===== config.mk =====
export PLATFORM = sky130hd
export DESIGN_NAME = mul_issue_sched
export DESIGN_NICKNAME = d
export VERILOG_FILES = /design/src/rtl/mul_issue_sched.sv
export SDC_FILE = /design/constraint.sdc
export NUM_CORES = 1
export LEC_CHECK = 0
export ABC_AREA = 0
export CELL_PAD_IN_SITES_DETAIL_PLACEMENT = 1
export CELL_PAD_IN_SITES_GLOBAL_PLACEMENT = 2
export CORE_UTILIZATION = 14
export DETAILED_ROUTE_END_ITERATION = 12
export GPL_ROUTABILITY_DRIVEN = 0
export PLACE_DENSITY_LB_ADDON = 0.12
export SLEW_MARGIN = 20
export SYNTH_ARGS = -nofsm -noshare
export SYNTH_HDL_FRONTEND = slang
export SYNTH_SLANG_ARGS = --single-unit

===== constraint.sdc =====
create_clock -name clk -period 4.1 [get_ports clk]
set_input_delay 0.82 -clock clk [delete_from_list [all_inputs] [get_ports clk]]
set_output_delay 0.82 -clock clk [all_outputs]
set_load 0.01 [all_outputs]

===== src/rtl/mul_issue_sched.sv =====
// Round-robin issue scheduler sharing one multi-cycle multiplier FU among NREQ requesters.
// Optional watchdog enabled by defining MUL_SCHED_TIMEOUT_EN (err tied 0 otherwise).
module mul_issue_sched #(
  parameter int NREQ  = 2,
  parameter int LAT   = 7,
  parameter int TAG_W = 4,
  parameter int TMO   = 15
) (
  input  logic                  clk,
  input  logic                  rst,
  input  logic [NREQ-1:0]       req_valid,
  input  logic [NREQ*32-1:0]    req_a,
  input  logic [NREQ*32-1:0]    req_b,
  input  logic [NREQ*TAG_W-1:0] req_tag,
  output logic [NREQ-1:0]       req_ready,
  input  logic                  flush,
  output logic                  fu_en,
  output logic [31:0]           fu_a,
  output logic [31:0]           fu_b,
  input  logic                  fu_finish,
  input  logic [31:0]           fu_res,
  output logic [NREQ-1:0]       resp_valid,
  output logic [31:0]           resp_res,
  output logic [TAG_W-1:0]      resp_tag,
  output logic                  busy,
  output logic                  err
);
  // state  | meaning
  // SETTLE | flush out any op the un-reset FU may still hold, fu_finish ignored
  // IDLE   | arbitrate and issue in the same cycle
  // WAIT   | op in flight, result goes back to the winner
  // DRAIN  | op killed by flush, swallow its fu_finish

  localparam int IDX_W = (NREQ > 1) ? $clog2(NREQ) : 1;
  localparam int SC_W  = $clog2(LAT + 2);

  if (NREQ < 2 || NREQ > 4 || TMO < 1) begin : g_param_check
    $error("mul_issue_sched: unsupported parameter values");
  end

  typedef enum logic [1:0] {S_SETTLE, S_IDLE, S_WAIT, S_DRAIN} state_t;

  state_t            state, state_nx;
  logic [SC_W-1:0]   settle_cnt;
  logic [IDX_W-1:0]  rr_ptr, grant_idx, winner;
  logic [TAG_W-1:0]  tag_q;
  logic              grant, deliver, timeout;

  // Scan downwards so the last hit is the nearest requester after rr_ptr.
  always_comb begin
    grant_idx = rr_ptr;
    for (int k = NREQ; k >= 1; k--) begin
      if (req_valid[IDX_W'((int'(rr_ptr) + k) % NREQ)])
        grant_idx = IDX_W'((int'(rr_ptr) + k) % NREQ);
    end
  end

  always_comb begin
    state_nx  = state;
    grant     = 1'b0;
    deliver   = 1'b0;
    req_ready = '0;
    fu_en     = 1'b0;
    fu_a      = '0;
    fu_b      = '0;
    case (state)
      S_SETTLE: if (settle_cnt == SC_W'(1)) state_nx = S_IDLE;
      S_IDLE: begin
        if (|req_valid && !flush) begin
          grant                = 1'b1;
          req_ready[grant_idx] = 1'b1;
          fu_en                = 1'b1;
          fu_a                 = req_a[32*grant_idx +: 32];
          fu_b                 = req_b[32*grant_idx +: 32];
          state_nx             = S_WAIT;
        end
      end
      S_WAIT: begin
        if (fu_finish) begin
          deliver  = !flush;
          state_nx = S_IDLE;
        end else if (timeout) begin
          state_nx = S_SETTLE;
        end else if (flush) begin
          state_nx = S_DRAIN;
        end
      end
      S_DRAIN: begin
        if (fu_finish)    state_nx = S_IDLE;
        else if (timeout) state_nx = S_SETTLE;
      end
      default: state_nx = S_SETTLE;
    endcase
  end

  assign busy = (state != S_IDLE);

  always_ff @(posedge clk) begin
    if (rst) begin
      state      <= S_SETTLE;
      settle_cnt <= SC_W'(LAT + 1);
      rr_ptr     <= '0;
      winner     <= '0;
      tag_q      <= '0;
      resp_valid <= '0;
      resp_res   <= '0;
      resp_tag   <= '0;
    end else begin
      state      <= state_nx;
      resp_valid <= '0;
      if (state_nx == S_SETTLE && state != S_SETTLE)
        settle_cnt <= SC_W'(LAT + 1);
      else if (state == S_SETTLE)
        settle_cnt <= settle_cnt - 1'b1;
      if (grant) begin
        rr_ptr <= grant_idx;
        winner <= grant_idx;
        tag_q  <= req_tag[TAG_W*grant_idx +: TAG_W];
      end
      if (deliver) begin
        resp_valid <= NREQ'(1) << winner;
        resp_res   <= fu_res;
        resp_tag   <= tag_q;
      end
    end
  end

`ifdef MUL_SCHED_TIMEOUT_EN
  localparam int CNT_W = $clog2(TMO + 1);
  logic [CNT_W-1:0] cnt;
  logic             err_q;

  // cnt runs from issue through WAIT and DRAIN; TMO-1 marks the last allowed cycle.
  assign timeout = (state == S_WAIT || state == S_DRAIN) && !fu_finish &&
                   (cnt == CNT_W'(TMO - 1));
  assign err = err_q;

  always_ff @(posedge clk) begin
    if (rst) begin
      cnt   <= '0;
      err_q <= 1'b0;
    end else begin
      if (grant)
        cnt <= '0;
      else if (state == S_WAIT || state == S_DRAIN)
        cnt <= cnt + 1'b1;
      if (timeout)
        err_q <= 1'b1;
    end
  end
`else
  assign timeout = 1'b0;
  assign err     = 1'b0;
`endif

endmodule


# After elaboration in Yosys (flattened, before gate mapping)

Cells that the tools add are included.
W data, S select, Z words.

Add/subtract/negate cells: 3
$lt $le $gt $ge: 4
Equal/unequal tests: 5
Shifts and indexed selects: 4
Mux-type cells: 24
Bitwise logic cells: 1
Reductions and logical operators: 10

Operators by type and width:

| operator              | count |
|---|---|
| $mux W32              | 4 |
| $shiftx A64 B7 Y32    | 2 |
| $mux W2               | 7 |
| $mux W1               | 11 |
| $pmux W2 S4           | 1 |
| $shiftx A8 B4 Y4      | 1 |
| $lt A1 B3 Y1 const B  | 2 |
| $reduce_or A2 Y1      | 3 |
| $eq A2 B2 Y1 const B  | 2 |
| $eq A4 B1 Y1 const B  | 1 |
| $logic_not A2 Y1      | 2 |
| $sub A4 B1 Y4 const B | 1 |
| $logic_and A1 B1 Y1   | 3 |
| $add A1 B1 Y1 const B | 2 |
| $eq A2 B1 Y1 const B  | 1 |
| $lt A1 B2 Y1 const B  | 1 |
| $ne A2 B1 Y1 const B  | 1 |
| $reduce_bool A2 Y1    | 1 |
| $shl A1 B1 Y2 const A | 1 |
| $demux W1 S1          | 1 |
| $ge A1 B1 Y1 const B  | 1 |
| $logic_not A1 Y1      | 1 |
| $not A1 Y1            | 1 |

Flip-flop bits (word level): 49
Bits of input ports: 174

# Depth between registers and ports, before layout

Depth in word-level cells: 12
Gate-level depth with buffers: 6
Mapped depth without buffers: 5

# Worst setup path after synthesis

Ideal clock, no wire load.

Path type: input-to-output
From: in flush
To: out fu_a[25]
Arrival time: 1977 ps
Required time: 3280 ps
Path slack: 1303 ps
Stages: 4
Buffers on the path: 1
Cell sequence: or3b_4 -> a21oi_2 -> buf_6 -> a22o_1

Word-level cells in the longest chain between the ends: 4

RTL lines:

| what                | line | source |
|---|---|---|
| from (decl)         | 16   | `input logic flush,` |
| $logic_not A1 Y1    | 69   | `if (\|req_valid && !flush) begin` |
| $logic_and A1 B1 Y1 | 69   |  |
| $mux W32            | 69   |  |
| $mux W32            | 66   | `case (state)` |
| to (decl)           | 18   | `output logic [31:0] fu_a,` |

Every way passes these cells.

# Final worst setup path

From: in req_valid[1]
To: out fu_b[15]

Word-level cells in the longest chain between the ends: 4

RTL lines:

| what                | line | source |
|---|---|---|
| from (decl)         | 11   | `input logic [NREQ-1:0] req_valid,` |
| $reduce_or A2 Y1    | 69   |  |
| $logic_and A1 B1 Y1 | 69   |  |
| $mux W32            | 69   |  |
| $mux W32            | 66   |  |
| to (decl)           | 19   | `output logic [31:0] fu_b,` |

Every way passes these cells.

==> metrics <==
syn_area_per_cell=about 8.6 um2; number of levels in the clock H-tree=2; HP Class=flip-flop to flip-flop; wirelength, routed=~15000 um; antenna violations before repair=2; Global Route Usage Sum=0.148; reg-to-reg setup timing slack=roughly 2.5 ns; post-route design area=0.00577 mm2; synthesized netlist net count=483; CTS root buffer=sky130_fd_sc_hd__clkbuf_16; number of enable-type register cells in the synthesized netlist=0; Slew Limit Headroom=0.347; Inserted Clock Buffers=5; LEAKAGE=0.00198 uW; number of unique standard cell types used by synthesis=36; transition time at the pin with the least slew margin=between 0.9 and 1 ns; crit share post-route=0.954; number of standard cells after synthesis=307; proportion of power drawn by the clock network=0.319; arrival time reported for the critical path endpoint=3.09 ns; setup_tns=0 ns; final-layout fill cell count=~2100; number of endpoints with negative hold slack in the final report=0; worst-path fanout max=33; synthesized area=roughly 0.0026 mm2; die area=0.0195 mm2; number of max-slew violations in the final report=0; initial cell density of the core=0.145; vias after detailed routing=3437; deepest clock path buffer count=2; ratio of cells with drive above 1 in the final layout=0.0539; via count of the first global-routing pass=3625; clock period minus final worst setup slack=3.91 ns; peak clock frequency supported by timing=0.256 GHz; remaining global-route overflow=0; most common cell after layout, fill and taps aside=sky130_fd_sc_hd__clkdlybuf4s50_1; total number of nets in the final design=roughly 750; crit path to=fu_b[15]; Initial DRT Pass Iterations=4; critical path required time=between 3 and 4 ns; WS Path Type=input pin to primary output; launch instance of the worst register-to-register path=state[0]; share of the synthesized area in the top cell type=0.371; wire length of the first global-routing pass=about 22000 um; number of placed I/O pins=281; number of maximum-capacitance constraint violations=0; clock latency reported for the late side of the worst-skew pair=0.29 ns; die extent in x=139 um; synthesis-to-finish area growth=118%; dpl cell area=between 0.005 and 0.006 mm2; drt initial violations=117; RSZ-0062 raised after global routing=false; post-CTS setup buffer count=0; commonest cells after routing, fill and taps aside=278 x sky130_fd_sc_hd__clkdlybuf4s50_1, 74 x sky130_fd_sc_hd__nand2_1, 58 x sky130_fd_sc_hd__a22o_1; average wire length per cell after detail routing=18.3 um; synthesis-stage register bit count=49; worst reg2reg path endpoint=state[0]; fraction of power consumed by sequential logic=0.403; power density over cell area=roughly 220 mW/mm2; CORE AREA=0.0183 mm2; # resized after CTS=0; proportion of synthesized flip-flops having asynchronous set or reset=0; Switching Share=0.250; outcome=completed; number of sinks on the clock net=49; IR drop worst, VDD=149 uV; Synth area leader=sky130_fd_sc_hd__dfxtp_1; Setup violations, final=0; Chip Height=139 um; FF-to-FF path depth=3; power after layout=between 1000 and 1500 uW; total number of placement rows=49; kind of launch point of the worst setup path=input pin; number of design rule violations left after detail routing=0; portion of the post-synthesis area used by sequential elements=0.371; routed via count divided by cell count=around 4.3; half-perimeter wire length after placement=roughly 12000 um; clock tree from TritonCTS=built; internal power of the cells=964 uW; number of warning messages in the yosys log=0; crit path launch=req_valid[1]; Area contributors post-synth=sky130_fd_sc_hd__dfxtp_1 37%, sky130_fd_sc_hd__a22o_1 19%, sky130_fd_sc_hd__nand2_1 10%; Clk pin slew, worst setup/hold paths=0.07 ns; count of buffers inserted at the top-level ports=279; net load switching power=between 300 and 400 uW; critical path endpoint category=primary output; portion of total power attributed to combinational logic=0.278; Most used DFF post-synth=sky130_fd_sc_hd__dfxtp_1; maximum number of pins on one net before global-route repair=65; Setup Skew=~0.0036 ns; number of nets still failing antenna checks after routing=0; CTS Hold Bufs=0
[critical path, cell delays in order]
cell and delay (ns):
sky130_fd_sc_hd__clkdlybuf4s50_1 0.53, sky130_fd_sc_hd__or3b_4 0.41, sky130_fd_sc_hd__a21oi_4 0.30, sky130_fd_sc_hd__buf_12 0.24
sky130_fd_sc_hd__a22o_1 0.15, sky130_fd_sc_hd__clkdlybuf4s50_1 0.64
[how the worst min path moves through the flow]
stage	startpoint	to	slack (ns)	cells past startpoint
finish	resp_res[20]	resp_res[20]	0.45	2
global route	resp_res[12]	resp_res[12]	0.48	2
CTS	resp_res[20]	resp_res[20]	0.46	2
detailed placement	resp_res[4]	resp_res[4]	0.45	2
global placement	resp_res[21]	resp_res[21]	0.44	2
floorplan	tag_q[0]	resp_tag[0]	0.43	2
[synthesized netlist by cell type, types with 2 or more instances]
cell type / count
sky130_fd_sc_hd__inv_1: 3
sky130_fd_sc_hd__a211oi_1: 5
sky130_fd_sc_hd__buf_2: 6
sky130_fd_sc_hd__nor2_1: 7
sky130_fd_sc_hd__dfxtp_1: 49
sky130_fd_sc_hd__nor3b_1: 3
sky130_fd_sc_hd__buf_6: 7
sky130_fd_sc_hd__a21oi_1: 41
sky130_fd_sc_hd__a22o_2: 5
sky130_fd_sc_hd__ha_1: 2
sky130_fd_sc_hd__nand2_1: 74
sky130_fd_sc_hd__xnor2_1: 4
sky130_fd_sc_hd__a22o_1: 58
sky130_fd_sc_hd__buf_8: 6
sky130_fd_sc_hd__clkbuf_1: 7
sky130_fd_sc_hd__nor4bb_1: 2
sky130_fd_sc_hd__or3b_4: 2
sky130_fd_sc_hd__or3_1: 2
sky130_fd_sc_hd__nand2b_1: 3
sky130_fd_sc_hd__mux2i_1: 5
[flip-flops by register name, summed over array words and instances, names as in the netlist]
name,cells
winner,1
resp_res,32
resp_valid,2
state,2
settle_cnt,4
tag_q,4
resp_tag,4
[area by class of cell]
type                       count  area [um2]  area share
antenna                        2        5.00    0.000867
clock buffer                   6         129      0.0223
clock inverter                 1        8.76     0.00152
inverter                       3        11.3     0.00195
multi-input combinational    226        1440       0.250
sequential                    49         981       0.170
tap                          229         287      0.0497
timing repair buffer         290        2910       0.504
[power by group through the flow]
stage	Combinational, uW	Sequential (uW)	Clock (uW)
after floorplan	125	522	0
after global placement	354	528	0
after detailed placement	361	529	0
after CTS	363	518	430
after global routing	384	522	452
final	357	518	411
[metal layers]
layer | part of all wire | wire [um] | global-route usage | vias to the layer above
met2 | 0.54 | 7940 | 0.287 | 154
met5 | 0 | 0 | 0 | -
li1 | - | - | - | 1636
met4 | 0.021 | 306 | 0.0474 | 0
met3 | 0.082 | 1210 | 0.0423 | 14
met1 | 0.36 | 5300 | 0.151 | 1633
[cells by family after synthesis]
logic type,Yosys count,share of synthesized area
AOI/OAI and AO/OA,115,0.322
xor gates and xnor gates,4,0.0132
adders and majority gates,2,0.00945
buffers and inverters,32,0.0955
DFF,49,0.371
muxes,5,0.0189
other,1,0.00142
and+or+nand+nor,99,0.168
[per-stage QoR]
| step | setup WS [ns] | utilization | cells | hold slack [ns] |
|---|---|---|---|---|
| floorplan | 1.30 | - | 307 | 0.432 |
| global placement | 0.210 | 0.308 | 797 | 0.442 |
| detailed placement | 0.172 | 0.308 | 797 | 0.449 |
| CTS | 0.168 | 0.316 | 804 | 0.460 |
| global route | 0.0861 | 0.316 | 806 | 0.481 |
| finish | 0.190 | 0.316 | 806 | 0.455 |
(Power assumes the default switching activity.)
